$ cat src/rtl/gbt_seq_pkg.sv
// Shared types and default timing for the GBT link bring-up sequencer.
package gbt_seq_pkg;

  // Clock/reset bundle of the MGMT frame-clock domain.
  typedef struct packed {
    logic clk;
    logic reset;
  } ckrs_t;

  typedef enum logic [2:0] {
    IDLE    = 3'd0,
    GEN_RST = 3'd1,
    WAIT_TX = 3'd2,
    WAIT_RX = 3'd3,
    LINK_UP = 3'd4,
    RX_RST  = 3'd5,
    BACKOFF = 3'd6,
    FAULT   = 3'd7
  } t_gbt_seq_state;

  // Defaults at 40 MHz.
  localparam int C_RESET_CYCLES   = 64;
  localparam int C_TX_TIMEOUT     = 4_000_000;  // 100 ms
  localparam int C_RX_TIMEOUT     = 4_000_000;
  localparam int C_BACKOFF_CYCLES = 400_000;    // 10 ms
  localparam int C_LOS_DEBOUNCE   = 1024;
  localparam int C_MAX_RETRIES    = 8;

  function automatic int max2(input int a, input int b);
    return (a > b) ? a : b;
  endfunction

endpackage

$ cat src/rtl/gbt_los_debounce.sv
// SFP loss-of-signal synchroniser and debouncer. The debounced level only
// moves after g_LosDebounce consecutive synchronised samples at the new level.
module gbt_los_debounce
  import gbt_seq_pkg::*;
#(
  parameter int g_LosDebounce = C_LOS_DEBOUNCE
) (
  input  logic clk_i,
  input  logic rst_i,
  input  logic los_i,
  output logic los_db_o
);

  localparam int CW = (g_LosDebounce > 1) ? $clog2(g_LosDebounce) : 1;

  logic [1:0]    sync_q;
  logic [CW-1:0] cnt_q, cnt_d;
  logic          db_q, db_d;

  // Two-flop synchroniser; resets to "loss" so the link starts dark.
  always_ff @(posedge clk_i or posedge rst_i) begin
    if (rst_i) sync_q <= 2'b11;
    else       sync_q <= {sync_q[0], los_i};
  end

  // Run-length of samples disagreeing with the debounced level.
  always_comb begin
    db_d  = db_q;
    cnt_d = '0;
    if (sync_q[1] != db_q) begin
      if (cnt_q == CW'(g_LosDebounce - 1)) db_d = sync_q[1];
      else                                 cnt_d = cnt_q + CW'(1);
    end
  end

  // Debounce state register.
  always_ff @(posedge clk_i or posedge rst_i) begin
    if (rst_i) begin
      cnt_q <= '0;
      db_q  <= 1'b1;
    end else begin
      cnt_q <= cnt_d;
      db_q  <= db_d;
    end
  end

  assign los_db_o = db_q;

endmodule

$ cat src/rtl/gbt_link_sequencer.sv
// Bring-up / recovery sequencer for the GBT transceiver bank and its SFP.
// All outputs are registered from the next state so they change together
// with state_o.
module gbt_link_sequencer
  import gbt_seq_pkg::*;
#(
  parameter int g_ResetCycles   = C_RESET_CYCLES,
  parameter int g_TxTimeout     = C_TX_TIMEOUT,
  parameter int g_RxTimeout     = C_RX_TIMEOUT,
  parameter int g_BackoffCycles = C_BACKOFF_CYCLES,
  parameter int g_LosDebounce   = C_LOS_DEBOUNCE,
  parameter int g_MaxRetries    = C_MAX_RETRIES
) (
  input  ckrs_t       ClkRs_ix,
  input  logic        enable_i,
  input  logic        sfp_los_i,
  input  logic        gbttx_ready_i,
  input  logic        gbtrx_ready_i,
  input  logic        rxready_lost_flag_i,
  output logic        general_reset_o,
  output logic        manual_reset_tx_o,
  output logic        manual_reset_rx_o,
  output logic        reset_lost_flag_o,
  output logic        sfp_txdisable_o,
  output logic        link_up_o,
  output logic        fault_o,
  output logic [7:0]  retry_cnt_o,
  output logic [2:0]  state_o
);

  localparam int TMAX = max2(max2(g_ResetCycles, g_BackoffCycles),
                             max2(g_TxTimeout, g_RxTimeout));
  localparam int TW   = $clog2(TMAX + 1);

  logic clk, rst;
  assign clk = ClkRs_ix.clk;
  assign rst = ClkRs_ix.reset;

  t_gbt_seq_state state_q, state_d;
  logic [TW-1:0]  timer_q, timer_d;
  logic [7:0]     retry_q, retry_d;
  logic           los_db;
  logic           gen_q, gen_d, txd_q, txd_d, rxr_q, rxr_d;
  logic           lu_q, lu_d, flt_q, flt_d;

  gbt_los_debounce #(.g_LosDebounce(g_LosDebounce)) u_los (
    .clk_i    (clk),
    .rst_i    (rst),
    .los_i    (sfp_los_i),
    .los_db_o (los_db)
  );

  // Dwell length for the state being entered; the timer counts it down to 0.
  function automatic logic [TW-1:0] reload(input t_gbt_seq_state s);
    case (s)
      GEN_RST, RX_RST: return TW'(g_ResetCycles - 1);
      WAIT_TX:         return TW'(g_TxTimeout - 1);
      WAIT_RX:         return TW'(g_RxTimeout - 1);
      BACKOFF:         return TW'(g_BackoffCycles - 1);
      default:         return '0;
    endcase
  endfunction

  // State register.
  always_ff @(posedge clk or posedge rst) begin
    if (rst) state_q <= IDLE;
    else     state_q <= state_d;
  end

  // Next state: enable, then LOS, then per-state progress (ready beats timeout).
  always_comb begin
    state_d = state_q;
    if (!enable_i) begin
      state_d = IDLE;
    end else if (los_db && state_q != IDLE && state_q != FAULT) begin
      state_d = IDLE;
    end else begin
      case (state_q)
        IDLE:    if (!los_db) state_d = GEN_RST;
        GEN_RST: if (timer_q == '0) state_d = WAIT_TX;
        WAIT_TX: if (gbttx_ready_i)       state_d = WAIT_RX;
                 else if (timer_q == '0)  state_d = BACKOFF;
        WAIT_RX: if (gbtrx_ready_i && !rxready_lost_flag_i) state_d = LINK_UP;
                 else if (timer_q == '0)                    state_d = BACKOFF;
        LINK_UP: if (!gbttx_ready_i)                              state_d = BACKOFF;
                 else if (!gbtrx_ready_i || rxready_lost_flag_i)  state_d = RX_RST;
        RX_RST:  if (timer_q == '0) state_d = WAIT_RX;
        BACKOFF: if (retry_q >= 8'(g_MaxRetries)) state_d = FAULT;
                 else if (timer_q == '0)          state_d = GEN_RST;
        FAULT:   state_d = FAULT;
        default: state_d = IDLE;
      endcase
    end
  end

  // Timer reload on any transition; retry count bumps on BACKOFF entry and
  // clears on LINK_UP entry or whenever the link is disabled (also leaving FAULT).
  always_comb begin
    if (state_d != state_q)  timer_d = reload(state_d);
    else if (timer_q != '0)  timer_d = timer_q - TW'(1);
    else                     timer_d = timer_q;

    retry_d = retry_q;
    if (!enable_i) begin
      retry_d = '0;
    end else if (state_d != state_q) begin
      if (state_d == LINK_UP)                    retry_d = '0;
      else if (state_d == BACKOFF && retry_q != 8'hFF) retry_d = retry_q + 8'd1;
    end
  end

  // Counter registers.
  always_ff @(posedge clk or posedge rst) begin
    if (rst) begin
      timer_q <= '0;
      retry_q <= '0;
    end else begin
      timer_q <= timer_d;
      retry_q <= retry_d;
    end
  end

  // Output decode from the next state.
  always_comb begin
    gen_d = (state_d == IDLE) || (state_d == GEN_RST) || (state_d == FAULT);
    txd_d = (state_d == IDLE) || (state_d == BACKOFF) || (state_d == FAULT);
    rxr_d = (state_d == RX_RST);
    lu_d  = (state_d == LINK_UP);
    flt_d = (state_d == FAULT);
  end

  // Output registers.
  always_ff @(posedge clk or posedge rst) begin
    if (rst) begin
      gen_q <= 1'b1;
      txd_q <= 1'b1;
      rxr_q <= 1'b0;
      lu_q  <= 1'b0;
      flt_q <= 1'b0;
    end else begin
      gen_q <= gen_d;
      txd_q <= txd_d;
      rxr_q <= rxr_d;
      lu_q  <= lu_d;
      flt_q <= flt_d;
    end
  end

  assign general_reset_o   = gen_q;
  assign manual_reset_tx_o = 1'b0;
  assign manual_reset_rx_o = rxr_q;
  assign reset_lost_flag_o = rxr_q;
  assign sfp_txdisable_o   = txd_q;
  assign link_up_o         = lu_q;
  assign fault_o           = flt_q;
  assign retry_cnt_o       = retry_q;
  assign state_o           = state_q;

endmodule

$ cat config.mk
export PLATFORM = sky130hd
export DESIGN_NAME = gbt_link_sequencer
export DESIGN_NICKNAME = d
export VERILOG_FILES = /design/src/rtl/gbt_seq_pkg.sv /design/src/rtl/gbt_los_debounce.sv /design/src/rtl/gbt_link_sequencer.sv
export SDC_FILE = /design/constraint.sdc
export NUM_CORES = 1
export LEC_CHECK = 0
export CAP_MARGIN = 10
export CORE_ASPECT_RATIO = 1.75
export CORE_MARGIN = 8
export CORE_UTILIZATION = 40
export CTS_CLUSTER_DIAMETER = 50
export DETAILED_ROUTE_END_ITERATION = 10
export PLACE_DENSITY = 0.59
export SLEW_MARGIN = 20
export SYNTH_ARGS = -nofsm -noshare
export SYNTH_HDL_FRONTEND = slang
export SYNTH_SLANG_ARGS = --single-unit
$ cat constraint.sdc
create_clock -name ClkRs_ix -period 2.95 [get_ports ClkRs_ix]
set_input_delay 0.295 -clock ClkRs_ix [delete_from_list [all_inputs] [get_ports ClkRs_ix]]
set_output_delay 0.295 -clock ClkRs_ix [all_outputs]
set_load 0.02 [all_outputs]
==> results.yml, run 1 <==
detailed_routing:
  drc: 0
  drt-total-wl_um: 7520
  vias: 2668
  drtPass1Iterations: 4
  drt-initial-drc-count: 175
  final_antenna_net_count: 0
  vias_per_cell: 5.38
  wl_per_cell_um: 15.2
power_and_ir_drop:
  vdd_drop_max_mv: 0.373
  power_w: 0.00307
  p_leak_nw: 1.81
  p_per_area_nw_per_um2: 788
placement:
  dp_cells: 427
  dpl.hpwl_um: 5220
  portBuffers: 22
  gp_congestion: 0.911
logic_synthesis:
  muxShareOfSynthArea_pct: 0
  postSynthCellCount: 307
  seq_area_frac_synth_pct: 44.2
  synth_warnings: 0
  avgSynthCellArea_um2: 9.45
  synth_top_family_by_area: "simple AND/OR/NAND/NOR gates"
  async_flop_share_pct: 100
  synth_ff_type: "dfrtp_1"
  synth_fa_ha_area_share_pct: 1.73
  synth-simple-area-share_pct: 27.0
  synth-xor-area-share_pct: 9.06
  synth-seq-cells: 51
  synth_edf_count: 0
  synthesis.area_um2: 2900
  synth.distinct_cells: 56
  synth-compound-area-share_pct: 13.7
  synth_fp_nets: 318
global_route:
  grt_max_degree: 17
  grt_pass1_vias: 2953
  track_usage_pct: 15.8
  grt_antenna_before_repair: 0
  overflow: 0
  grt_pass1_wl_um: 12300
critical_path:
  r2r-start: "timer_q[0]"
  crit_type: "register to register"
  start_kind: "register"
  startpoint: "timer_q[0]"
  cp_data_required_time_ns: 3.17
  end_kind: "register"
  timing.rr.end: "timer_q[19]"
  cp_max_fo: 8
  rrSetupSlack_ns: 0.10
  crit_arrival_ns: 3.07
  r2r_cells: 10
cts:
  cts_tree: "done"
  clk_pin_slew_ns: 0.07
  postCtsHoldBufs: 0
  insertion_delay_ns: 0.30
die:
  core_um2: 7130
  start_util_pct: 40.7
  rows: 41
  ios: 25
  die_area_um2: 10300
  die_x_um: 80.4
  die_h_um: 129
finish:
  n_antenna_cell: 0
  fill_cells: 677
  final_common_cell: "inv_1"
  final_cell_mix: "66 x inv_1, 46 x dfrtp_1, 32 x nor2_1"
  syn_to_final_growth_pct: 34.3
  layout-drive-gt1-share_pct: 16.6
  nets: 417
  instances_no_fill: 496
sta:
  slew_headroom_pct: 44.4
  rsz0062_at_grt: "yes"
  tightest_slew_ns: 0.828
  fin_skew_ns: 0.00559
  min_period_ns: 2.85
  maxSlewViolCount: 0
  finalCritPeriodShare_pct: 96.4
  fmax_ghz: 0.351
  fin_hold_ws_ns: 0.362
  setup_tns_ns: 0
  finalHoldViolations: 0
  finalSetupViolCount: 0
job:
  drv_cap: 0
status:
  status: "finished, final reports clean"
hold_path:
  holdCritPathClass: "register to register"
  whs_endpoint: "u_los.sync_q[1]"
  hp-start: "u_los.sync_q[0]"
  holdPathStages: 0
==> power by group <==
group | leakage, nW | internal, W | total, W | switching (W)
logic | 0.719 | 0.000268 | 0.000548 | 0.000280
clock network | 0.426 | 0.000753 | 0.00156 | 0.000804
registers | 0.663 | 0.000782 | 0.000966 | 0.000183
total | 1.81 | 0.00180 | 0.00307 | 0.00127
==> worst max path at each step <==
stage | end | cells past startpoint
finish | timer_q[19] | 10
global route | timer_q[6] | 10
CTS | retry_cnt_o[6] | 8
detailed placement | retry_cnt_o[6] | 9
global placement | retry_cnt_o[6] | 9
floorplan | timer_q[12] | 11
==> cell families (layout without fill, tap and decap cells) <==
group / count (synthesis) / after routing
other: 1 / 1
DFF: 51 / 51
xor gates and xnor gates: 30 / 30
adders and majority gates: 4 / 4
and+or+nand+nor: 138 / 138
buffers and inverters: 25 / 128
AOI/OAI and AO/OA: 58 / 58
==> registers in the layout, summed over array words and instances (netlist names) <==
| register | flops |
|---|---|
| u_los.los_db_o | 1 |
| state_o | 3 |
| u_los.sync_q | 2 |
| timer_q | 22 |
| general_reset_o | 1 |
| sfp_txdisable_o | 1 |
| link_up_o | 1 |
| fault_o | 1 |
| u_los.cnt_q | 10 |
| retry_cnt_o | 8 |
| manual_reset_rx_o | 1 |
==> repair_timing <==
item	in CTS	in global routing
pin swaps	1	2
setup buffers	0	3
resized for setup	1	15
setup endpoints to repair	8	25
==> synthesized netlist by cell type (2+ instances only) <==
master | n | area share, %
or2_2 | 3 | 0.65
nand3_1 | 16 | 2.8
o21ai_1 | 6 | 1.0
or3_1 | 5 | 1.1
xor2_1 | 11 | 3.3
clkbuf_1 | 6 | 0.78
nor3_1 | 11 | 1.9
and3_1 | 7 | 1.5
o21ai_0 | 15 | 2.6
inv_1 | 15 | 1.9
nand2_1 | 23 | 3.0
a31oi_1 | 2 | 0.43
xnor2_1 | 19 | 5.7
nor4_1 | 5 | 1.1
dfstp_2 | 5 | 4.5
o22ai_1 | 4 | 0.86
dfrtp_1 | 46 | 40
nor4_4 | 2 | 1.5
and2_1 | 4 | 0.86
o32ai_1 | 10 | 3.0
nand2b_1 | 8 | 1.7
o221ai_1 | 2 | 0.60
nand3b_1 | 4 | 1.0
ha_1 | 4 | 1.7
buf_4 | 2 | 0.52
nor2_1 | 33 | 4.3
nand4_1 | 2 | 0.43
nor3b_1 | 2 | 0.52
a21oi_1 | 8 | 1.4
==> layout make-up <==
cell class	count	area (um2)	share of cell area, %
Timing Repair Buffer	47	408	10.5
Inverter	14	52.6	1.35
Clock inverter	56	226	5.81
Clock buffer	11	264	6.78
Tap cell	86	108	2.76
Sequential cell	51	1280	32.9
Multi-Input combinational cell	231	1560	39.9
==> critical path, stage by stage, from the launching register on <==
cell and delay (ns):
dfrtp_1 0.37, inv_1 0.08, ha_1 0.18, or3b_4 0.41, nand4b_4 0.18, or4_4 0.52, a31oi_4 0.16, xnor2_1 0.12
or3_4 0.42, buf_4 0.18, o21ai_0 0.15
==> layer usage <==
metal	GRT usage [%]	share of wire [%]
met3	7.89	5.3
met4	18.3	3.9
met1	12.9	35
met5	0	0
met2	24.7	56
==> metrics by stage <==
stage	utilization [%]	cell area, um2	setup WS [ns]
2_1_floorplan	-	2900	0.0141
3_3_place_gp	46.7	3330	-0.121
3_5_place_dp	46.7	3330	-0.170
4_1_cts	53.6	3820	0.00909
5_1_grt	54.6	3900	-0.0251
6_report	54.6	3900	0.105
Note: power is estimated with default switching activity, not from simulation.
==> run 2: changes to the inputs <==
- SLEW_MARGIN: 20 -> default
==> results of run 2 <==
Same layout as run 1: the final DEF is identical, and so are final timing and power.
